==> config.mk <==
export PLATFORM = sky130hd
export DESIGN_NAME = clk_ratio_meter_flat
export DESIGN_NICKNAME = d
export VERILOG_FILES = /design/src/rtl/clk_ratio_meter_if.sv /design/src/rtl/clk_ratio_meter.sv /design/src/flat_wrapper.sv
export SDC_FILE = /design/constraint.sdc
export NUM_CORES = 1
export LEC_CHECK = 0
export ABC_AREA = 1
export CAP_MARGIN = 20
export CELL_PAD_IN_SITES_DETAIL_PLACEMENT = 1
export CELL_PAD_IN_SITES_GLOBAL_PLACEMENT = 2
export CORE_MARGIN = 2
export CORE_UTILIZATION = 35
export DETAILED_ROUTE_END_ITERATION = 10
export PLACE_DENSITY = 0.77
export SYNTH_ARGS = -nofsm -noshare
export SYNTH_HDL_FRONTEND = slang
export SYNTH_SLANG_ARGS = --single-unit
==> constraint.sdc <==
create_clock -name clk_in -period 2.3 [get_ports clk_in]
set_input_delay 0.345 -clock clk_in [delete_from_list [all_inputs] [get_ports clk_in]]
set_output_delay 0.345 -clock clk_in [all_outputs]
set_load 0.005 [all_outputs]
==> src/rtl/clk_ratio_meter_if.sv <==
`default_nettype none
// ============================================================================
//  Module   : clk_ratio_meter_if
//  Purpose  : Bundles the control, input and result signals of
//             clk_ratio_meter.
//  Signals  : en        - measurement enable (master -> slave)
//             sig_in    - divided clock under test (master -> slave)
//             ratio_out - last completed ratio, U(CNT_W-FRAC_BITS).FRAC_BITS
//             ratio_vld - one-cycle pulse when ratio_out updates
//             timeout   - sticky missing-edge flag
//             overflow  - sticky cycle-counter saturation flag
//  Modports : master (environment side), slave (meter side)
//  Revision : 1.0 - initial release
// ============================================================================
interface clk_ratio_meter_if #(
  parameter int CNT_W = 24
) ();
  logic             en;
  logic             sig_in;
  logic [CNT_W-1:0] ratio_out;
  logic             ratio_vld;
  logic             timeout;
  logic             overflow;

  modport master (
    output en, sig_in,
    input  ratio_out, ratio_vld, timeout, overflow
  );

  modport slave (
    input  en, sig_in,
    output ratio_out, ratio_vld, timeout, overflow
  );
endinterface
`default_nettype wire

==> src/rtl/clk_ratio_meter.sv <==
`default_nettype none
// ============================================================================
//  Module   : clk_ratio_meter
//  Purpose  : Measures the period of a slow divided clock (sig_in) in clk_in
//             cycles, summed over 2^FRAC_BITS periods, giving the divide
//             ratio as unsigned fixed point without a divider.
//  Ports    : clk_in - measurement clock, all logic on posedge
//             rst_n  - asynchronous active-low reset
//             bus    - clk_ratio_meter_if.slave (en, sig_in in;
//                      ratio_out, ratio_vld, timeout, overflow out)
//  Params   : FRAC_BITS - window of 2^FRAC_BITS periods / fraction bits
//             CNT_W     - cycle counter and ratio_out width (must equal the
//                         interface CNT_W)
//             TIMEOUT   - max clk_in cycles between sig_in rising edges
//  Revision : 1.0 - initial release
// ============================================================================
module clk_ratio_meter #(
  parameter int FRAC_BITS = 8,
  parameter int CNT_W     = 24,
  parameter int TIMEOUT   = 65535
) (
  input wire               clk_in,
  input wire               rst_n,
  clk_ratio_meter_if.slave bus
);

  localparam int                  c_GAP_W     = $clog2(TIMEOUT + 1);
  localparam logic [FRAC_BITS-1:0] c_PER_LAST = '1;
  localparam logic [CNT_W-1:0]    c_CYC_MAX   = '1;
  // Gap counter holds d at d cycles after a rise, so hitting TIMEOUT-1
  // raises the flag exactly TIMEOUT cycles after the last rise.
  localparam logic [c_GAP_W-1:0]  c_GAP_LIMIT = c_GAP_W'(TIMEOUT - 1);
  localparam logic [c_GAP_W-1:0]  c_GAP_ONE   = c_GAP_W'(1);
  localparam logic [CNT_W-1:0]    c_CYC_ONE   = CNT_W'(1);
  localparam logic [FRAC_BITS-1:0] c_PER_ONE  = FRAC_BITS'(1);

  typedef enum logic [1:0] {
    S_IDLE = 2'd0,
    S_ARM  = 2'd1,
    S_MEAS = 2'd2
  } state_t;

  state_t               r_state, w_state_nxt;
  logic                 r_s1, r_s2, r_s3;
  logic [CNT_W-1:0]     r_cyc_cnt, w_cyc_nxt;
  logic [FRAC_BITS-1:0] r_per_cnt, w_per_nxt;
  logic [c_GAP_W-1:0]   r_gap_cnt, w_gap_nxt;
  logic [CNT_W-1:0]     r_ratio, w_ratio_nxt;
  logic                 r_vld, w_vld_nxt;
  logic                 r_timeout, w_timeout_nxt;
  logic                 r_overflow, w_overflow_nxt;
  logic                 w_rise;
  logic                 w_gap_hit;
  logic                 w_close;

  // Fixed three-flop latency for every edge, so no bias on the period sum.
  assign w_rise    = r_s2 & ~r_s3;
  assign w_gap_hit = (r_gap_cnt == c_GAP_LIMIT) && !w_rise;
  assign w_close   = w_rise && (r_per_cnt == c_PER_LAST);

  always_ff @(posedge clk_in or negedge rst_n) begin
    if (!rst_n) begin
      r_state    <= S_IDLE;
      r_s1       <= 1'b0;
      r_s2       <= 1'b0;
      r_s3       <= 1'b0;
      r_cyc_cnt  <= '0;
      r_per_cnt  <= '0;
      r_gap_cnt  <= '0;
      r_ratio    <= '0;
      r_vld      <= 1'b0;
      r_timeout  <= 1'b0;
      r_overflow <= 1'b0;
    end else begin
      r_state    <= w_state_nxt;
      r_s1       <= bus.sig_in;
      r_s2       <= r_s1;
      r_s3       <= r_s2;
      r_cyc_cnt  <= w_cyc_nxt;
      r_per_cnt  <= w_per_nxt;
      r_gap_cnt  <= w_gap_nxt;
      r_ratio    <= w_ratio_nxt;
      r_vld      <= w_vld_nxt;
      r_timeout  <= w_timeout_nxt;
      r_overflow <= w_overflow_nxt;
    end
  end

  always_comb begin
    w_state_nxt    = r_state;
    w_cyc_nxt      = r_cyc_cnt;
    w_per_nxt      = r_per_cnt;
    w_gap_nxt      = r_gap_cnt;
    w_ratio_nxt    = r_ratio;
    w_vld_nxt      = 1'b0;
    w_timeout_nxt  = r_timeout;
    w_overflow_nxt = r_overflow;

    if (!bus.en) begin
      // Disable overrides everything; the last result is kept.
      w_state_nxt    = S_IDLE;
      w_cyc_nxt      = '0;
      w_per_nxt      = '0;
      w_gap_nxt      = '0;
      w_timeout_nxt  = 1'b0;
      w_overflow_nxt = 1'b0;
    end else begin
      case (r_state)
        S_IDLE: begin
          w_state_nxt = S_ARM;
          w_gap_nxt   = '0;
        end

        S_ARM: begin
          if (w_rise) begin
            w_state_nxt = S_MEAS;
            w_cyc_nxt   = c_CYC_ONE;
            w_per_nxt   = '0;
            w_gap_nxt   = c_GAP_ONE;
          end else if (w_gap_hit) begin
            w_timeout_nxt = 1'b1;
            w_gap_nxt     = '0;
          end else begin
            w_gap_nxt = r_gap_cnt + c_GAP_ONE;
          end
        end

        S_MEAS: begin
          if (w_close) begin
            // Closing edge reports and opens the next window at once.
            w_ratio_nxt    = r_cyc_cnt;
            w_vld_nxt      = 1'b1;
            w_timeout_nxt  = 1'b0;
            w_overflow_nxt = 1'b0;
            w_cyc_nxt      = c_CYC_ONE;
            w_per_nxt      = '0;
            w_gap_nxt      = c_GAP_ONE;
          end else if (w_gap_hit) begin
            w_timeout_nxt = 1'b1;
            w_state_nxt   = S_ARM;
            w_cyc_nxt     = '0;
            w_per_nxt     = '0;
            w_gap_nxt     = '0;
          end else if (r_cyc_cnt == c_CYC_MAX) begin
            // Saturate instead of wrapping; the partial window is dropped.
            w_overflow_nxt = 1'b1;
            w_state_nxt    = S_ARM;
            w_cyc_nxt      = '0;
            w_per_nxt      = '0;
            w_gap_nxt      = w_rise ? c_GAP_ONE : r_gap_cnt + c_GAP_ONE;
          end else begin
            w_cyc_nxt = r_cyc_cnt + c_CYC_ONE;
            if (w_rise) begin
              w_per_nxt = r_per_cnt + c_PER_ONE;
              w_gap_nxt = c_GAP_ONE;
            end else begin
              w_gap_nxt = r_gap_cnt + c_GAP_ONE;
            end
          end
        end

        default: begin
          w_state_nxt = S_IDLE;
        end
      endcase
    end
  end

  assign bus.ratio_out = r_ratio;
  assign bus.ratio_vld = r_vld;
  assign bus.timeout   = r_timeout;
  assign bus.overflow  = r_overflow;

endmodule
`default_nettype wire

==> src/flat_wrapper.sv <==
// flat-port wrapper written by rule: the top's interface ports become plain ports
module clk_ratio_meter_flat 
#(
  parameter int FRAC_BITS = 8,
  parameter int CNT_W     = 24,
  parameter int TIMEOUT   = 65535
)
  (clk_in, rst_n, bus_en, bus_sig_in, bus_ratio_out, bus_ratio_vld, bus_timeout, bus_overflow);
  clk_ratio_meter_if #(.CNT_W(CNT_W)) bus_i ();
  input wire clk_in;
  input wire rst_n;
  input wire logic [$bits(bus_i.en)-1:0] bus_en;
  input wire logic [$bits(bus_i.sig_in)-1:0] bus_sig_in;
  output wire logic [$bits(bus_i.ratio_out)-1:0] bus_ratio_out;
  output wire logic [$bits(bus_i.ratio_vld)-1:0] bus_ratio_vld;
  output wire logic [$bits(bus_i.timeout)-1:0] bus_timeout;
  output wire logic [$bits(bus_i.overflow)-1:0] bus_overflow;
  assign bus_i.en = bus_en;
  assign bus_i.sig_in = bus_sig_in;
  assign bus_ratio_out = bus_i.ratio_out;
  assign bus_ratio_vld = bus_i.ratio_vld;
  assign bus_timeout = bus_i.timeout;
  assign bus_overflow = bus_i.overflow;
  clk_ratio_meter #(.FRAC_BITS(FRAC_BITS), .CNT_W(CNT_W), .TIMEOUT(TIMEOUT)) u_core (.clk_in(clk_in), .rst_n(rst_n), .bus(bus_i));
endmodule
==> run_results.csv <==
group,metric,value,unit
run_status,outcome,"finished, final reports clean",
final_layout,fin_nets,605,
sta,setup_ws,0.244,ns
place,dpl.hpwl,8200,um
final_layout,n_antenna_cell,0,
logic_synthesis,synth_top_area_cell,"dfrtp_1",
sta,fin_crit,2.06,ns
floorplan,core.rowCount,40,
floorplan,die_width,114,um
sta,worst_pin_slew,0.454,ns
drt,wire_per_inst,14.9,um
final_layout,areaGrowthSynthToFinish,18.7,%
drt,vias,3657,
setup_path,slowest_stage,"dfrtp_1",
sta,finalHoldViolCount,0,
power_and_ir_drop,leakagePower,0.00228,uW
drt,wirelength,11100,um
clock_tree,cts_max_path_buffers,2,
power_and_ir_drop,p_sw_frac,0.297,
setup_path,critical_path.startpoint_type,"flop",
global_route,grtUsageMet2,0.288,
global_route,grt_max_degree,81,
clock_tree,cts_root_buf,"clkbuf_16",
setup_path,worstSetupStartpoint,"u_core.r_state[0]",
drt,drt-initial-drc-count,117,
floorplan,core-area,0.0119,mm^2
global_route,grt_pass1_vias,3829,
clock_tree,cts-hold-fix-buffers,0,
job,cap_violations,0,
logic_synthesis,syn-num-nets,561,
power_and_ir_drop,ir_worst_vdd,0.280,mV
final_layout,drive_gt1_frac,0.0839,
logic_synthesis,ys_warn_count,0,
sta,min_period_over_period,0.894,
clock_tree,clk_pin_slew,0.06,ns
logic_synthesis,synth_top_area_share,0.475,
global_route,grt_usage,0.184,
setup_path,slowest_delay,0.42,ns
final_layout,layout_commonest_cell,"nand2_1",
power_and_ir_drop,clkPwrFrac,0.387,
global_route,gr-total-overflow,0,
power_and_ir_drop,p_comb_frac,0.171,
clock_tree,cts_resized,0,
drt,drcViolationCount,0,
setup_path,crit_chain,"inv_1, ha_1, inv_2, nand3_2, nand2_2, clkinv_2, buf_4, nand4_1, o21ai_0",
sta,finalSetupViolCount,0,
clock_tree,cts.htree.levels,3,
global_route,use_met1,0.250,
power_and_ir_drop,power_density,669,mW/mm^2
sta,clock.fmax,486,MHz
sta,relSlewSlack,0.697,
power_and_ir_drop,p_int,2360,uW
setup_path,crit_arrival,2.31,ns
setup_path,critPathKind,"flop to flop",
final_layout,final_cell_mix,"168 x nand2_1, 80 x dfrtp_1, 66 x nor2_1",
floorplan,io_pins,31,
sta,skew,0.00496,ns
logic_synthesis,synth_cells,549,
setup_path,cp.required,2.55,ns
logic_synthesis,synth.avg_cell_area,7.68,um^2
setup_path,rr_startpoint,"u_core.r_state[0]",
sta,maxSlewViolCount,0,
global_route,grt_util_met3,0.0484,
power_and_ir_drop,pwr-share-seq,0.442,
clock_tree,clkLatencyLatePin,0.34,ns
drt,drt_first_pass_iters,4,
logic_synthesis,ys_seq_area_frac,0.475,
logic_synthesis,synth_edf_count,0,
global_route,antenna_found_initial,0,
place,pre_cts_ws,-0.0210,ns
clock_tree,cts_made_buffers,9,
logic_synthesis,ys_ff_latch,80,
sta,rsz0062_at_grt,"false",
setup_path,cp_max_fo,13,
logic_synthesis,netlist_area,0.00422,mm^2
clock_tree,post_cts_buffers,0,
min_path,hold_path_class,"input pin to asynchronous set/reset pin",
place,gp_congestion,0.812,
drt,via_per_inst,4.92,
logic_synthesis,synth-async-reset-ratio,1.00,
setup_path,end_kind,"flop",
drt,drtAntennaViolNets,0,
global_route,grt_pass1_wl,18800,um
logic_synthesis,synth_cell_types,39,
clock_tree,cts_tree,"yes",
logic_synthesis,synthFlopType,"dfrtp_1",
floorplan,dieArea,0.0129,mm^2
power_and_ir_drop,p_switching,993,uW
power_and_ir_drop,power,3350,uW
place,portBuffers,30,
clock_tree,clkSinkCount,80,
logic_synthesis,synthTopCellsByArea,"dfrtp_1 47%, nand2_1 15%, nor2_1 5.9%",
floorplan,die_h,114,um
floorplan,start_util,0.356,
global_route,gr-max-usage-layer,"met2",
## power groups by stage
stage	Combinational, uW	Clock, uW	Sequential [uW]
2_1_floorplan	395	0	1490
3_3_place_gp	573	0	1500
3_5_place_dp	588	0	1500
4_1_cts	590	1350	1480
5_1_grt	652	1400	1490
6_report	574	1300	1480
## per-stage QoR
stage                     instances  TNS [ns]   util  hold WS (ns)  instance area [um^2]
after floorplan                 549         0      -        0.0494                  4220
after global placement          729         0  0.401         0.332                  4750
after detailed placement        729   -0.0256  0.401         0.336                  4750
after CTS                       743         0  0.422        0.0385                  5010
after global routing            743         0  0.422        0.0509                  5010
final                           743         0  0.422        0.0182                  5010
## flip-flops by register name (all words and copies together), names as in the netlist
signal and flops:
u_core.bus.overflow 1, u_core.bus.ratio_out 24, u_core.bus.ratio_vld 1, u_core.bus.timeout 1, u_core.r_cyc_cnt 24, u_core.r_gap_cnt 16, u_core.r_per_cnt 8, u_core.r_s1 1
u_core.r_s2 1, u_core.r_s3 1, u_core.r_state 2
## final cells by class
type	instances	area (um^2)
clock buffer	13	250
clock inverter	1	5.00
multi-input combinational	401	1940
fill	1471	6850
timing repair buffer	42	400
sequential	80	2000
tap	147	184
inverter	59	225
## worst max-delay path, delay by kind of cell, from the launching register on
kind	cells	cell delay [ns]
adders and majority gates	1	0.31
and+or+nand+nor	3	0.42
AOI/OAI and AO/OA	1	0.22
buffers and inverters	4	0.59
DFF	1	0.42
## cell usage after synthesis, types with 3 or more instances
library cell	instances
nor3_1	12
o21ai_1	4
buf_2	4
inv_2	5
nand2_1	168
nand3_1	32
clkbuf_1	3
nor2_1	66
nand4_1	13
nand3_2	4
xor2_1	14
dfrtp_1	80
a21oi_1	14
ha_1	8
inv_1	52
nor2_2	6
nand2_2	6
o21ai_0	32
## cell families after synthesis
| family | synth area share |
|---|---|
| xor gates and xnor gates | 0.0332 |
| AOI/OAI and AO/OA | 0.0765 |
| buffers and inverters | 0.0650 |
| DFF | 0.475 |
| and+or+nand+nor | 0.327 |
| adders and majority gates | 0.0237 |
## routing by layer
layer	wire [um]	part of all wire
met5	0	0
met4	189	0.017
met3	267	0.024
met2	5040	0.45
met1	5590	0.50
## path summary, 6_finish.rpt
check / endpoint / slack (ns) / depth (start not counted)
max: u_core.r_per_cnt[1] / 0.24 / 9
min: u_core.r_gap_cnt[12] / 0.02 / 2
max reg2reg: u_core.r_per_cnt[1] / 0.24 / 9
min reg2reg: u_core.r_s2 / 0.35 / 0
max in group asynchronous: u_core.r_per_cnt[4] / 1.91 / 2
min in group clk_in: u_core.r_s2 / 0.35 / 0
Power figures use the tool's default switching activity.
